--- src/rtl/serial_adder_pkg.sv ---
// Shared types and helpers for the digit-serial adder.
package serial_adder_pkg;

    // Control state. Completion is signalled by a registered done flag,
    // so it does not need a state of its own.
    typedef enum logic {
        IDLE = 1'b0,
        RUN  = 1'b1
    } state_e;

    // Width of a counter that must be able to hold the value n.
    function automatic int cnt_width(input int n);
        return (n < 1) ? 1 : $clog2(n + 1);
    endfunction

endpackage

--- src/rtl/serial_adder_digit.sv ---
// Combinational DIGIT-bit ripple adder.
// Each bit uses two half adders and an OR gate to merge their carries.
module adder_digit #(
    parameter int DIGIT = 1
) (
    input  logic [DIGIT-1:0] a,
    input  logic [DIGIT-1:0] b,
    input  logic             ci,
    output logic [DIGIT-1:0] s,
    output logic             co
);

    logic [DIGIT:0]   c;
    logic [DIGIT-1:0] p;
    logic [DIGIT-1:0] g;
    logic [DIGIT-1:0] h;

    assign c[0] = ci;

    for (genvar i = 0; i < DIGIT; i++) begin : g_bit
        // First half adder: operand bits.
        assign p[i]     = a[i] ^ b[i];
        assign g[i]     = a[i] & b[i];
        // Second half adder: partial sum plus incoming carry.
        assign s[i]     = p[i] ^ c[i];
        assign h[i]     = p[i] & c[i];
        // At most one of the two half-adder carries can be set.
        assign c[i + 1] = g[i] | h[i];
    end

    assign co = c[DIGIT];

endmodule

--- src/rtl/serial_adder.sv ---
// Digit-serial adder: {carry,sum} = input1 + input2 + cin.
// The operation processes DIGIT bits per clock, starting with the LSB digit.
// Handshake: start is accepted on an edge where busy=0, and the operands
// are captured on that edge. Busy stays high for N = WIDTH/DIGIT cycles.
// Done then pulses for one cycle, and sum/carry hold until the next
// accepted start.
module serial_adder
    import serial_adder_pkg::*;
#(
    parameter int WIDTH = 8,
    parameter int DIGIT = 1
) (
    input  logic             clk,
    input  logic             rst_n,
    input  logic             start,
    input  logic [WIDTH-1:0] input1,
    input  logic [WIDTH-1:0] input2,
    input  logic             cin,
    output logic             busy,
    output logic             done,
    output logic [WIDTH-1:0] sum,
    output logic             carry
);

    localparam int            N    = WIDTH / DIGIT;
    localparam int            CW   = cnt_width(N);
    localparam logic [CW-1:0] LAST = CW'(N - 1);

    if (WIDTH < 1 || DIGIT < 1 || (WIDTH % DIGIT) != 0) begin : g_bad_params
        $fatal(1, "serial_adder: DIGIT must be >=1 and divide WIDTH exactly");
    end

    state_e           state_q, state_d;
    logic [WIDTH-1:0] a_q, a_d;
    logic [WIDTH-1:0] b_q, b_d;
    logic [WIDTH-1:0] sum_q, sum_d;
    logic             cr_q, cr_d;        // carry linking consecutive digits
    logic             carry_q, carry_d;  // visible carry-out, final value only
    logic             done_q, done_d;
    logic [CW-1:0]    cnt_q, cnt_d;

    logic [DIGIT-1:0] dig_s;
    logic             dig_co;

    adder_digit #(.DIGIT(DIGIT)) u_digit (
        .a  (a_q[DIGIT-1:0]),
        .b  (b_q[DIGIT-1:0]),
        .ci (cr_q),
        .s  (dig_s),
        .co (dig_co)
    );

    // Next-state logic: accept in IDLE, then run one digit per cycle in RUN.
    always_comb begin
        state_d = state_q;
        a_d     = a_q;
        b_d     = b_q;
        sum_d   = sum_q;
        cr_d    = cr_q;
        carry_d = carry_q;
        cnt_d   = cnt_q;
        done_d  = 1'b0;
        case (state_q)
            IDLE: begin
                // sum/carry are left alone here so the previous result stays
                // readable through the accept edge.
                if (start) begin
                    a_d     = input1;
                    b_d     = input2;
                    cr_d    = cin;
                    cnt_d   = '0;
                    state_d = RUN;
                end
            end
            RUN: begin
                // The new digit enters at the top of sum. After N shifts the
                // first digit has reached bit 0.
                sum_d = (sum_q >> DIGIT) | (WIDTH'(dig_s) << (WIDTH - DIGIT));
                a_d   = a_q >> DIGIT;
                b_d   = b_q >> DIGIT;
                cr_d  = dig_co;
                cnt_d = cnt_q + CW'(1);
                if (cnt_q == LAST) begin
                    carry_d = dig_co;
                    done_d  = 1'b1;
                    state_d = IDLE;
                end
            end
            default: state_d = IDLE;
        endcase
    end

    // State and datapath registers with asynchronous clear.
    always_ff @(posedge clk or negedge rst_n) begin
        if (!rst_n) begin
            state_q <= IDLE;
            a_q     <= '0;
            b_q     <= '0;
            sum_q   <= '0;
            cr_q    <= 1'b0;
            carry_q <= 1'b0;
            done_q  <= 1'b0;
            cnt_q   <= '0;
        end else begin
            state_q <= state_d;
            a_q     <= a_d;
            b_q     <= b_d;
            sum_q   <= sum_d;
            cr_q    <= cr_d;
            carry_q <= carry_d;
            done_q  <= done_d;
            cnt_q   <= cnt_d;
        end
    end

    assign busy  = (state_q == RUN);
    assign done  = done_q;
    assign sum   = sum_q;
    assign carry = carry_q;

endmodule

--- config.mk ---
export PLATFORM = sky130hd
export DESIGN_NAME = serial_adder
export DESIGN_NICKNAME = d
export VERILOG_FILES = /design/src/rtl/serial_adder_pkg.sv /design/src/rtl/serial_adder_digit.sv /design/src/rtl/serial_adder.sv
export SDC_FILE = /design/constraint.sdc
export NUM_CORES = 1
export LEC_CHECK = 0
export CORE_MARGIN = 4
export CORE_UTILIZATION = 53
export DETAILED_ROUTE_END_ITERATION = 8
export PLACE_DENSITY_LB_ADDON = 0.15
export SLEW_MARGIN = 10
export SYNTH_ARGS = -nofsm -noshare
export SYNTH_HDL_FRONTEND = slang
export SYNTH_SLANG_ARGS = --single-unit
--- constraint.sdc ---
create_clock -name clk -period 3.6 [get_ports clk]
set_input_delay 0.36 -clock clk [delete_from_list [all_inputs] [get_ports clk]]
set_output_delay 0.36 -clock clk [all_outputs]
set_load 0.02 [all_outputs]
# ---- After elaboration in Yosys (flattened, before gate mapping)
# Index checks and enable logic that the tools add are counted.
dict set report totals {
  reg_bits 32
  in_bits 20
  output_inout_bits 11
  word_cells 32
}
dict set report op_classes {
  addsub 1
  eq_ne 2
  mux 13
  bitwise 7
  n_reduce_logical 1
}
# cell n
set op_table {}
lappend op_table {{$pmux 8 s2} 2}
lappend op_table {{$mux 8} 2}
lappend op_table {{$or 7x8->8} 1}
lappend op_table {{$pmux 4 s2} 1}
lappend op_table {{$mux 1} 5}
lappend op_table {{$add 4x1->4 const B} 1}
lappend op_table {{$eq 4x3->1 const B} 1}
lappend op_table {{$mux 4} 1}
lappend op_table {{$pmux 1 s2} 2}
lappend op_table {{$and 1x1->1} 2}
lappend op_table {{$ne 2x2->1 const B} 1}
lappend op_table {{$reduce_and 2->1} 1}
lappend op_table {{$xor 1x1->1} 2}
lappend op_table {{$not 1->1} 1}
lappend op_table {{$or 1x1->1} 1}

# ---- Logic depth before layout (Yosys ltp)
dict set report logic_depth {
  ltp_word 4
  ltp_mapped 4
  ltp_nobuf 3
}

# ---- By module
# From an unflattened synthesis, not the netlist that was laid out.
dict set report hier_totals {
  cells_unflattened 110
  hier_area_um2 1387.6
}
# mod instances cells_each area_each_um2 seq_area_each_um2
set modules_own_cells {}
lappend modules_own_cells {serial_adder 1 109 1367.6 800.8}
lappend modules_own_cells {adder_digit 1 1 20.0 0.0}

# ---- Least setup slack after synthesis
# No wires, ideal clock.
dict set report synth_path {
  path_kind {register to register}
  startpoint {reg state_q (netlist: busy)}
  endpoint {reg carry_q (netlist: carry)}
  setup_ns 0.125
  arrival_ns 1.140
  t_required_ns 3.475
  path_slack_ns 2.335
  stages_incl_launch_ff 4
  n_path_buf 1
  synth_period_minus_slack_ns 1.265
  cell_sequence {dfrtp_1 -> buf_6 -> and4b_4 -> mux2_4}
}
dict set report synth_between {
  elab_chain_cells 1
}
# element line
set synth_rtl {}
lappend synth_rtl {{start, declared} serial_adder.sv:33} ;# state_e state_q, state_d;
lappend synth_rtl {{start signal, assigned} serial_adder.sv:105} ;# state_q <= state_d;
lappend synth_rtl {{$reduce_and 2->1 (no line)} -}
lappend synth_rtl {{end signal, assigned} serial_adder.sv:110} ;# carry_q <= carry_d;
lappend synth_rtl {{end, declared} serial_adder.sv:38} ;# logic carry_q, carry_d;
# No other way between the ends.
# A chain may end at the register's enable or synchronous reset.

# ---- Worst setup path in the final report
dict set report layout_path {
  startpoint {reg sum_q[3] (netlist: sum[3])}
  endpoint {out sum[3]}
}
# element line
set layout_rtl {}
lappend layout_rtl {{start, declared} serial_adder.sv:36} ;# logic [WIDTH-1:0] sum_q, sum_d;
lappend layout_rtl {{start signal, assigned} serial_adder.sv:108} ;# sum_q <= sum_d;
lappend layout_rtl {{end, declared} serial_adder.sv:21} ;# output logic [WIDTH-1:0] sum,
# No word-level cell between the ends.

==> impl_metrics.yaml <==
outcome:
  status: "completed"
synth:
  synth_top_area_share_pct: 57.6
  synthTopCellsByCount: "dfrtp_1 (32), mux2i_1 (17), nand2_1 (15)"
  synth_edf_count: 0
  synth_area_sq_um: 1390
  synth-main-ff-cell: "dfrtp_1"
  yosysWarnings: 0
  synth.avg_cell_area_sq_um: 12.8
  async_flop_share_pct: 100
  syn_nets: 131
  synth_seq_area_share_pct: 57.6
  ys_top_cells_by_area: "dfrtp_1 (58%), mux2i_1 (12%), mux2_2 (7.3%)"
  syn_inst: 109
  yosysMostFrequentCell: "dfrtp_1"
  ys_ff_latch: 32
  ys_types: 19
  synth.largest_area_cell: "dfrtp_1"
global_route:
  antenna_found_initial: 0
  grt-ovfl-total: 0
  grt_pass1_wl_mm: 4.18
  grt_max_degree: 47
  grt.total_usage_pct: 16.5
  first_global_vias: 885
clock_network:
  cts_tree: "done"
  cts_htree_levels: 2
  cts_resized: 0
  cts_buffers: 5
  clkLatencyLatePin_ns: 0.34
  root_buffer: "clkbuf_4"
  post-cts-setup-buffers: 0
  cts_hold_buf: 0
  clockBufferDepth: 2
  clkTransAtPathRegs_ns: 0.10
  cts_num_sinks: 32
route:
  antenna_left: 0
  drtIter0Drc: 49
  wl_mm: 2.55
  dr_total_vias: 910
  drt_first_pass_iters: 4
  drc: 0
  wire_per_inst_um: 14.8
  viasPerCell: 5.29
power:
  vdd_drop_max_uv: 564
  switching_share_pct: 34.1
  p_per_area_nw_per_um2: 773
  p_total_mw: 1.36
  power_frac_comb_pct: 39.9
  p_leak_nw: 0.815
  power_frac_clock_pct: 16.7
  p_int_mw: 0.894
  switching_power_mw: 0.463
  seqPwrFrac_pct: 43.4
sta:
  relSlewSlack_pct: 71.4
  hold_ws_ns: 0.407
  period_minus_slack_ns: 1.69
  tightest_slew_ns: 0.427
  clock.fmax_mhz: 590
  min_period_over_period_pct: 47.1
  hold_viol: 0
  setup_viol: 0
  totalNegativeSetupSlack_ns: 0
  rsz0062_at_grt: "false"
  skew_ns: 0.00801
  slew_viol_final: 0
  setup_ws_ns: 1.91
worst_setup_path:
  endpoint_kind: "output port"
  critPathKind: "register to output port"
  worstSetupStartpointType: "register"
  cp_top_family: "buffers and inverters"
  critPathMaxStageDelay_ns: 0.62
  cp_data_required_time_ns: 3.24
  crit_chain: "clkdlybuf4s50_1"
  path_buf_inv: 1
  crit_arrival_ns: 1.33
  cp_slowest_cell: "clkdlybuf4s50_1"
  cp_max_fo: 3
cells_and_area:
  fillers: 184
  area_growth_pct: 26.1
  multiInputGateArea_sq_um: 528
  drive_gt1_share_pct: 14.8
  nets: 164
  seq_area_sq_um: 801
  finalCoreUtilization_pct: 70.2
  antenna_cells: 0
floorplan:
  die_h_um: 59.2
  die_w_um: 59.2
  start_util_pct: 55.7
  row_count: 18
  die-area_sq_um: 3510
  coreArea_sq_um: 2500
  num_io_pins: 31
worst_hold_path:
  hold_class: "primary input to async pin"
place:
  dp_slack_ns: 1.76
  port_buffers: 30
  gp_congestion: 0.695
  dp_hpwl_mm: 1.71
job:
  drv_cap: 0
## placed cells by master (no fill, tap or decap), types with 3 or more instances in the layout
cell,instances
o21ai_0,12
mux2_2,9
clkbuf_4,5
clkdlybuf4s50_1,30
nor2_1,4
mux2i_1,17
o21ai_1,3
a22o_1,3
dfrtp_1,32
buf_4,3
nand2_1,15
## power by group through the flow
stage               Clock (mW)  Combinational (mW)  Sequential, mW
floorplan                    0               0.314           0.642
global placement             0               0.532           0.588
detailed placement           0               0.545           0.597
CTS                      0.234               0.549           0.592
global route             0.250               0.591           0.611
finish                   0.227               0.541           0.589
## final timing paths
| path | start | endpoint | slack, ns | cells after the start |
|---|---|---|---|---|
| hold reg to reg | b_q[1] | b_q[0] | 0.49 | 2 |
| setup / recovery | sum[3] | sum[3] | 1.91 | 1 |
| max in group asynchronous | rst_n | b_q[1] | 2.90 | 2 |
| hold / removal | rst_n | carry | 0.41 | 2 |
| setup reg to reg | busy | carry | 2.11 | 3 |
| min in group clk | b_q[1] | b_q[0] | 0.49 | 2 |
## stage by stage
step / std cells / cell area [sq um]
final: 172 / 1750
after global routing: 172 / 1750
after global placement: 165 / 1690
after floorplan: 109 / 1390
after detailed placement: 165 / 1690
after CTS: 172 / 1750
## per-layer routing
| metal | part of all wire, % | GRT usage (%) | wire length (um) | vias to the layer above |
|---|---|---|---|---|
| li1 | - | - | - | 443 |
| met1 | 48 | 22.5 | 1210 | 437 |
| met4 | 2.0 | 7.77 | 50 | 0 |
| met3 | 5.9 | 6.75 | 151 | 5 |
| met2 | 44 | 22.8 | 1130 | 25 |
| met5 | 0 | 0 | 0 | - |
## area by class of cell
class | count | share of cell area (%)
repair buffers | 33 | 18.4
well taps | 30 | 2.14
multi-input cells | 70 | 30.1
clock buffers | 7 | 3.71
flip-flops and latches | 32 | 45.6
## registers in the layout, indices dropped and copies added (netlist names)
name and flops:
sum 8, carry 1, a_q 8, busy 1
done 1, b_q 8, cnt_q 4, cr_q 1
## cells by family (layout without fill, tap and decap cells)
family,after synthesis,in the layout,synth area share (%)
AO/OA/AOI/OAI,18,18,7.28
XOR/XNOR,2,2,1.26
adder cells (fa/ha/maj),2,2,2.34
buffers and inverters,7,40,4.50
flip-flops,32,32,57.6
multiplexers,27,27,20.6
AND/OR/NAND/NOR,21,21,6.47
Note: power is estimated with default switching activity, not from simulation.
